[src/rtl/fetch_pc_gen.sv]
// Next-PC generator for the dual-issue fetch front end: holds the fetch PC and picks the next 8-byte bundle.
// Optional performance counters are built when FETCH_PC_GEN_PERF_CNT_EN is defined.
module fetch_pc_gen #(
    parameter int                      XLEN_WIDTH = 32,
    parameter logic [XLEN_WIDTH-1:0]   BOOT_ADDR  = '0
) (
    input  logic                  clk,
    input  logic                  rst,
    input  logic                  if_ready,
    input  logic                  redirect_valid,
    input  logic [XLEN_WIDTH-1:0] redirect_target,
    input  logic                  halt_req,
    input  logic                  instr0_btb_hit,
    input  logic [XLEN_WIDTH-1:0] instr0_btb_target_addr,
    input  logic                  instr1_btb_hit,
    input  logic [XLEN_WIDTH-1:0] instr1_btb_target_addr,
    output logic [XLEN_WIDTH-1:0] instr0_pc,
    output logic [XLEN_WIDTH-1:0] instr1_pc,
    output logic                  fetch_valid,
    output logic                  instr1_valid,
    output logic                  pred_taken,
    output logic [31:0]           perf_redirect_cnt,
    output logic [31:0]           perf_pred_taken_cnt,
    output logic [1:0]            state_dbg
);

    // Debug encoding is stable: 0 = boot, 1 = run, 2 = halt.
    typedef enum logic [1:0] {
        S_BOOT = 2'd0,
        S_RUN  = 2'd1,
        S_HALT = 2'd2
    } state_e;

    localparam logic [XLEN_WIDTH-1:0] WORD_MASK   = ~XLEN_WIDTH'(3);
    localparam logic [XLEN_WIDTH-1:0] BUNDLE_MASK = ~XLEN_WIDTH'(7);

    state_e                  state_q, state_d;
    logic [XLEN_WIDTH-1:0]   pc_q, pc_d;
    logic [XLEN_WIDTH-1:0]   redirect_pc;
    logic [XLEN_WIDTH-1:0]   seq_pc;
    logic                    odd_word;

    assign odd_word    = pc_q[2];
    assign redirect_pc = redirect_target & WORD_MASK;
    // Rounds up to the next bundle boundary: +8 when aligned, +4 from an odd word.
    assign seq_pc      = (pc_q + XLEN_WIDTH'(8)) & BUNDLE_MASK;

    always_ff @(posedge clk or posedge rst) begin
        if (rst) begin
            state_q <= S_BOOT;
            pc_q    <= BOOT_ADDR;
        end else begin
            state_q <= state_d;
            pc_q    <= pc_d;
        end
    end

    always_comb begin
        state_d = state_q;
        pc_d    = pc_q;
        case (state_q)
            S_BOOT: begin
                state_d = S_RUN;
                if (redirect_valid) pc_d = redirect_pc;
            end
            S_RUN: begin
                if (redirect_valid) begin
                    pc_d = redirect_pc;
                end else if (halt_req) begin
                    state_d = S_HALT;
                end else if (if_ready) begin
                    if (instr0_btb_hit)                     pc_d = instr0_btb_target_addr;
                    else if (!odd_word && instr1_btb_hit)   pc_d = instr1_btb_target_addr;
                    else                                    pc_d = seq_pc;
                end
            end
            S_HALT: begin
                if (redirect_valid) begin
                    pc_d    = redirect_pc;
                    state_d = S_RUN;
                end
            end
            default: begin
                state_d = S_BOOT;
                pc_d    = BOOT_ADDR;
            end
        endcase
    end

    assign instr0_pc    = pc_q;
    assign instr1_pc    = pc_q + XLEN_WIDTH'(4);
    assign fetch_valid  = (state_q == S_RUN);
    assign instr1_valid = fetch_valid & ~odd_word & ~instr0_btb_hit;
    assign pred_taken   = fetch_valid & (instr0_btb_hit | (~odd_word & instr1_btb_hit));
    assign state_dbg    = state_q;

`ifdef FETCH_PC_GEN_PERF_CNT_EN
    logic [31:0] redirect_cnt_q;
    logic [31:0] taken_cnt_q;

    // A redirect squashes the current bundle, so it never counts as an accepted prediction.
    always_ff @(posedge clk or posedge rst) begin
        if (rst) begin
            redirect_cnt_q <= '0;
            taken_cnt_q    <= '0;
        end else begin
            if (redirect_valid)
                redirect_cnt_q <= redirect_cnt_q + 32'd1;
            if (pred_taken && if_ready && !redirect_valid)
                taken_cnt_q <= taken_cnt_q + 32'd1;
        end
    end

    assign perf_redirect_cnt   = redirect_cnt_q;
    assign perf_pred_taken_cnt = taken_cnt_q;
`else
    assign perf_redirect_cnt   = 32'h0;
    assign perf_pred_taken_cnt = 32'h0;
`endif

endmodule

[config.mk]
export PLATFORM = sky130hd
export DESIGN_NAME = fetch_pc_gen
export DESIGN_NICKNAME = d
export VERILOG_FILES = /design/src/rtl/fetch_pc_gen.sv
export SDC_FILE = /design/constraint.sdc
export NUM_CORES = 1
export LEC_CHECK = 0
export ABC_CLOCK_PERIOD_IN_PS = 2700
export BUFFER_PORTS_ARGS = -buffer_cell sky130_fd_sc_hd__buf_2
export CORE_MARGIN = 4
export CORE_UTILIZATION = 45
export CTS_CLUSTER_SIZE = 25
export DETAILED_ROUTE_END_ITERATION = 10
export GPL_TIMING_DRIVEN = 0
export PLACE_DENSITY = 0.93
export SYNTH_ARGS = -nofsm -noshare
export SYNTH_HDL_FRONTEND = slang
export SYNTH_SLANG_ARGS = --single-unit
[constraint.sdc]
create_clock -name clk -period 2.7 [get_ports clk]
set_input_delay 0.135 -clock clk [delete_from_list [all_inputs] [get_ports clk]]
set_output_delay 0.135 -clock clk [all_outputs]
set_load 0.02 [all_outputs]
Word-level counts from Yosys, hierarchy flattened
Index checks and enable logic that the tools add are counted.

Bitwise gates (word level): 7. Add/subtract/negate cells: 2. Multiplexer cells: 11. Reductions and logical operators: 6. Equality and inequality tests: 8.

Operators with widths (count): 32-bit two-way mux (6); 32-bit case mux with 2 select lines (1); 32-bit by 3-bit adder with 32-bit output (second input constant) (1); 32-bit by 4-bit adder with 32-bit output (second input constant) (1); 2-bit two-way mux (3); 2-bit inequality test (second input constant) (3); 3-bit inequality test (second input constant) (2); 2-bit case mux with 3 select lines (1); 3-bit AND reduction (2); 1-bit AND (4); 2-bit by 1-bit == test with 1-bit output (second input constant) (1); 2-bit == test (second input constant) (1); 2-bit zero test (1); 2-bit by 1-bit inequality test with 1-bit output (second input constant) (1); 1-bit NOT (2); 2-bit OR reduction (1); 1-bit logical AND (1); 1-bit zero test (1); 1-bit OR (1).

Input port bits: 103. Register bits: 34. Output and inout port bits: 133.

Logic depth before layout (Yosys ltp)
Depth after elaboration: 8. Gate-level depth with buffers: 8. Depth with buffers taken out: 6.

Least setup slack after synthesis
No wires, ideal clock.

Kind: register to output. Start: register pc_q[4], in the netlist instr0_pc[4]. End: output instr1_pc[29]. Setup slack: 144 ps. Arrival time: 2421 ps. Stages on the path, launching flop included: 8. Required time: 2565 ps. Cell sequence: dfrtp_1 -> ha_1 -> buf_4 -> nand4_4 -> or3_4 -> nor4_4 -> nand4_1 -> xnor2_1.

Word-level cells in the longest chain between the ends: 1.

RTL lines: start: declaration (line 38) `logic [XLEN_WIDTH-1:0] pc_q, pc_d;`; start signal: assignment (line 54) `pc_q <= pc_d;`; 32-bit by 3-bit adder with 32-bit output (line 91) `assign instr1_pc = pc_q + XLEN_WIDTH'(4);`; end: declaration (line 18) `output logic [XLEN_WIDTH-1:0] instr1_pc,`.

No other way between the ends.

Final worst setup path
Start: register pc_q[4], in the netlist instr0_pc[4]. End: output instr1_pc[25].

Same word-level chain as after synthesis.

==> run_summary.xml <==
<?xml version="1.0" encoding="UTF-8"?>
<metrics>
  <group name="placed_design">
    <metric name="buffer_ports.inserted" unit="">168</metric>
    <metric name="gpl.final_weighted_congestion" unit="">0.941</metric>
    <metric name="post-dp-hpwl" unit="mm">13.7</metric>
    <metric name="dp.cells" unit="">878</metric>
  </group>
  <group name="die">
    <metric name="floorplan.core_area" unit="mm2">0.00876</metric>
    <metric name="row_count" unit="">34</metric>
    <metric name="die_width" unit="um">103</metric>
    <metric name="floorplan.io_pins" unit="">236</metric>
    <metric name="die_h" unit="um">103</metric>
    <metric name="die_area" unit="mm2">0.0107</metric>
    <metric name="start_util" unit="%">46.7</metric>
  </group>
  <group name="finish">
    <metric name="fill_cells" unit="">829</metric>
    <metric name="finish.cell_count_without_fillers" unit="">892</metric>
    <metric name="area_growth" unit="%">34.4</metric>
    <metric name="fin_nets" unit="">888</metric>
    <metric name="diode_insertion_count_for_antenna_repair" unit="">0</metric>
    <metric name="layout-drive-gt1-share" unit="%">36.1</metric>
    <metric name="post-route-util" unit="%">62.7</metric>
  </group>
  <group name="timing">
    <metric name="min_period_over_period" unit="%">98.0</metric>
    <metric name="fin_worst_hold_slack" unit="ns">0.0147</metric>
    <metric name="timing.final.crit_period" unit="ns">2.65</metric>
    <metric name="timing_max_transition_violations_final" unit="">0</metric>
    <metric name="tightestPinTransition" unit="ns">1.13</metric>
    <metric name="fmax" unit="GHz">0.378</metric>
    <metric name="finalClockSkew" unit="ns">0.00794</metric>
    <metric name="setup_viol_count_final" unit="">0</metric>
    <metric name="rsz_0062_raised_after_global_routing" unit="">yes</metric>
    <metric name="slew_headroom" unit="%">23.9</metric>
    <metric name="timing_hold_violations_final" unit="">0</metric>
    <metric name="finalSetupTns" unit="ns">0</metric>
  </group>
  <group name="power_and_ir_drop">
    <metric name="p_leak" unit="nW">2.72</metric>
    <metric name="vdd.ir_drop.worst" unit="V">0.000324</metric>
    <metric name="cellPowerDensity" unit="mW/mm2">556</metric>
  </group>
  <group name="global_routing">
    <metric name="grt_max_degree" unit="">19</metric>
    <metric name="grt_overflow" unit="">0</metric>
    <metric name="grt_first_pass_wirelength" unit="mm">25.9</metric>
    <metric name="grt_antenna_before_repair" unit="">0</metric>
    <metric name="grtUsageTotal" unit="%">31.8</metric>
    <metric name="number_of_global_route_vias_before_repair" unit="">4949</metric>
  </group>
  <group name="synthesis">
    <metric name="post_synth_and_or_nand_nor_area_fraction" unit="%">25.8</metric>
    <metric name="ys_dominant_reg_cell" unit="">dfrtp_1</metric>
    <metric name="async_reset_ff_share" unit="%">100</metric>
    <metric name="synth_top_area_cell" unit="">dfrtp_1</metric>
    <metric name="synth_top_cells_by_area" unit="">dfrtp_1 21%, buf_4 13%, xnor2_1 4.5%, nand2_1 4.3%, xor2_1 4.3%</metric>
    <metric name="postSynthRegisterBits" unit="">34</metric>
    <metric name="synth_mux_area_share" unit="%">1.01</metric>
    <metric name="synth-edff-count" unit="">0</metric>
    <metric name="synthAdderAreaFrac" unit="%">0.612</metric>
    <metric name="yosysTopAreaCellShare" unit="%">20.8</metric>
    <metric name="synth_cell_type_count" unit="">73</metric>
    <metric name="netlist_area" unit="mm2">0.00409</metric>
    <metric name="synth-compound-area-share" unit="%">24.7</metric>
    <metric name="synth_cells" unit="">538</metric>
    <metric name="synth_top_family_by_area" unit="">simple AND/OR/NAND/NOR gates</metric>
    <metric name="yosys_warnings" unit="">0</metric>
    <metric name="synth.avg_cell_area" unit="um2">7.60</metric>
    <metric name="synth-xor-area-share" unit="%">8.78</metric>
    <metric name="synth_seq_area_share" unit="%">20.8</metric>
  </group>
  <group name="detailed_routing">
    <metric name="routed_via_density" unit="">5.87</metric>
    <metric name="vias" unit="">5237</metric>
    <metric name="drt_wl_total" unit="mm">17.7</metric>
    <metric name="remaining_drc_errors" unit="">0</metric>
    <metric name="routed_wl_per_cell" unit="um">19.9</metric>
    <metric name="firstDrtPassIters" unit="">5</metric>
    <metric name="postRouteAntennaNets" unit="">0</metric>
    <metric name="iter_0_drt_violations" unit="">577</metric>
  </group>
  <group name="setup_path">
    <metric name="crit-reg2reg-capture" unit="">instr0_pc[28]</metric>
    <metric name="worstSetupStartpoint" unit="">instr0_pc[4]</metric>
    <metric name="r2r_start" unit="">instr0_pc[2]</metric>
    <metric name="timing_worst_setup_path_type" unit="">reg -&gt; out</metric>
    <metric name="timing.reg2reg.worst_path_depth" unit="">7</metric>
    <metric name="critical_path_peak_fanout" unit="">7</metric>
    <metric name="required_time_of_the_worst_setup_path" unit="ns">2.57</metric>
    <metric name="critical_path_sink" unit="">instr1_pc[25]</metric>
    <metric name="r2r_setup_slack" unit="ns">0.09</metric>
    <metric name="critical_path.startpoint_type" unit="">flop</metric>
    <metric name="worstSetupEndpointType" unit="">output pin</metric>
    <metric name="crit_arrival" unit="ns">2.51</metric>
  </group>
  <group name="cts">
    <metric name="clk-insertion-delay-late" unit="ns">0.29</metric>
    <metric name="tritoncts" unit="">yes</metric>
    <metric name="cts-root-to-sink-buffers" unit="">2</metric>
    <metric name="h-tree-depth" unit="">2</metric>
    <metric name="cts.sink_count" unit="">34</metric>
    <metric name="root_buffer" unit="">clkbuf_8</metric>
    <metric name="num_cts_buffers" unit="">5</metric>
    <metric name="clk_transition_reported_paths" unit="ns">0.08</metric>
    <metric name="number_of_buffers_inserted_for_hold_repair_after_clock_tree_synthesis" unit="">0</metric>
  </group>
  <group name="min_path">
    <metric name="holdCritPathClass" unit="">in -&gt; async</metric>
  </group>
  <group name="outcome">
    <metric name="outcome" unit="">completed</metric>
  </group>
  <group name="flow_run">
    <metric name="drv.max_cap_violation_count" unit="">0</metric>
  </group>
</metrics>
## power breakdown
part / leakage [nW] / internal, W / switching [W] / total [W]
clock network: 0.0482 / 0.000207 / 0.000221 / 0.000427
logic: 2.26 / 0.000663 / 0.00121 / 0.00187
registers: 0.412 / 0.000617 / 0.000137 / 0.000753
## sequential cells by signal, indices dropped and copies added, names as in the netlist
| register | cells |
|---|---|
| instr0_pc | 32 |
| state_dbg | 2 |
## cells by family (layout without fill, tap and decap cells)
group,count (synthesis),count (layout)
AOI/OAI and AO/OA,141,141
xor gates and xnor gates,41,41
buffers and inverters,126,309
DFF,34,34
and+or+nand+nor,189,189
adders and majority gates,2,2
other,1,64
muxes,4,4
## what timing repair did
| action | in CTS | in global routing |
|---|---|---|
| resized for setup | 5 | 2 |
| buffers inserted | 2 | 5 |
| pin swaps | 1 | 1 |
| endpoints found under the setup margin | 5 | 9 |
## per-layer routing
| layer | vias to the layer above | wire length (um) | track usage (%) | part of all wire [%] |
|---|---|---|---|---|
| met3 | 77 | 2620 | 9.73 | 15 |
| met1 | 2382 | 6370 | 39.8 | 36 |
| met2 | 447 | 8010 | 50.3 | 45 |
| met4 | 0 | 724 | 14.4 | 4.1 |
| met5 | - | 0 | 0 | 0 |
| li1 | 2331 | - | - | - |
## worst min-delay path by stage
stage	from	end	slack, ns	cells past startpoint
global route	rst	instr0_pc[3]	0.07	2
CTS	rst	instr0_pc[0]	0.03	2
detailed placement	rst	instr0_pc[0]	0.33	2
finish	rst	instr0_pc[0]	0.01	2
global placement	redirect_target[14]	instr0_pc[14]	0.41	3
floorplan	rst	instr0_pc[0]	0.28	1
## cell type report
cell class | instances | area, um2 | area share (%)
well taps | 108 | 135 | 2.46
repair buffers | 176 | 921 | 16.7
flip-flops and latches | 34 | 853 | 15.5
inverters | 12 | 45.0 | 0.819
plain buffers | 113 | 699 | 12.7
clock buffers | 7 | 86.3 | 1.57
multi-input cells | 441 | 2750 | 50.1
clock inverters | 1 | 5.00 | 0.0910
## cells in the final DEF (no fill, tap or decap), types with 11 or more instances in the layout
cell and count:
a21oi_1 32, buf_2 177, buf_4 77, clkbuf_1 31
conb_1 64, dfrtp_1 32, nand2_1 47, nand3_1 17
nand4_1 11, nor2_1 33, nor3_1 20, o21ai_0 18
xnor2_1 21, xor2_1 20
## through the flow
stage,area [um2],total power [W],setup slack (ns)
after CTS,5460,0.00298,0.00394
after global placement,5300,0.00253,-0.0433
after floorplan,4330,0.00196,0.144
after global routing,5500,0.00319,-0.0368
final,5500,0.00306,0.0540
after detailed placement,5330,0.00256,-0.0492
## cells in the mapped netlist (3+ instances only)
cell type / instances
a2111oi_0: 3
a211oi_1: 4
a21oi_1: 32
a221o_1: 9
a221oi_1: 6
a2bb2oi_1: 3
a31oi_1: 4
a32o_1: 3
and2_1: 3
and3_1: 10
buf_1: 4
buf_2: 9
buf_4: 70
clkbuf_1: 31
dfrtp_1: 34
inv_1: 10
mux2i_1: 3
nand2_1: 47
nand2b_1: 7
nand3_1: 17
nand4_1: 11
nor2_1: 33
nor2b_1: 5
nor3_1: 20
nor4_1: 6
o211ai_1: 6
o21a_1: 4
o21ai_0: 18
o221ai_1: 10
o22ai_1: 9
o31ai_1: 5
or3_1: 6
xnor2_1: 21
xor2_1: 20
## worst max-delay path, cell delays in order, from the launching register on
cell and delay, ns:
dfrtp_2 0.40, ha_1 0.15, buf_4 0.16, nand4_4 0.16, or3_1 0.46, nor4_4 0.38
nand2_1 0.13, xnor2_1 0.18, buf_2 0.19
Note: power is estimated with default switching activity, not from simulation.
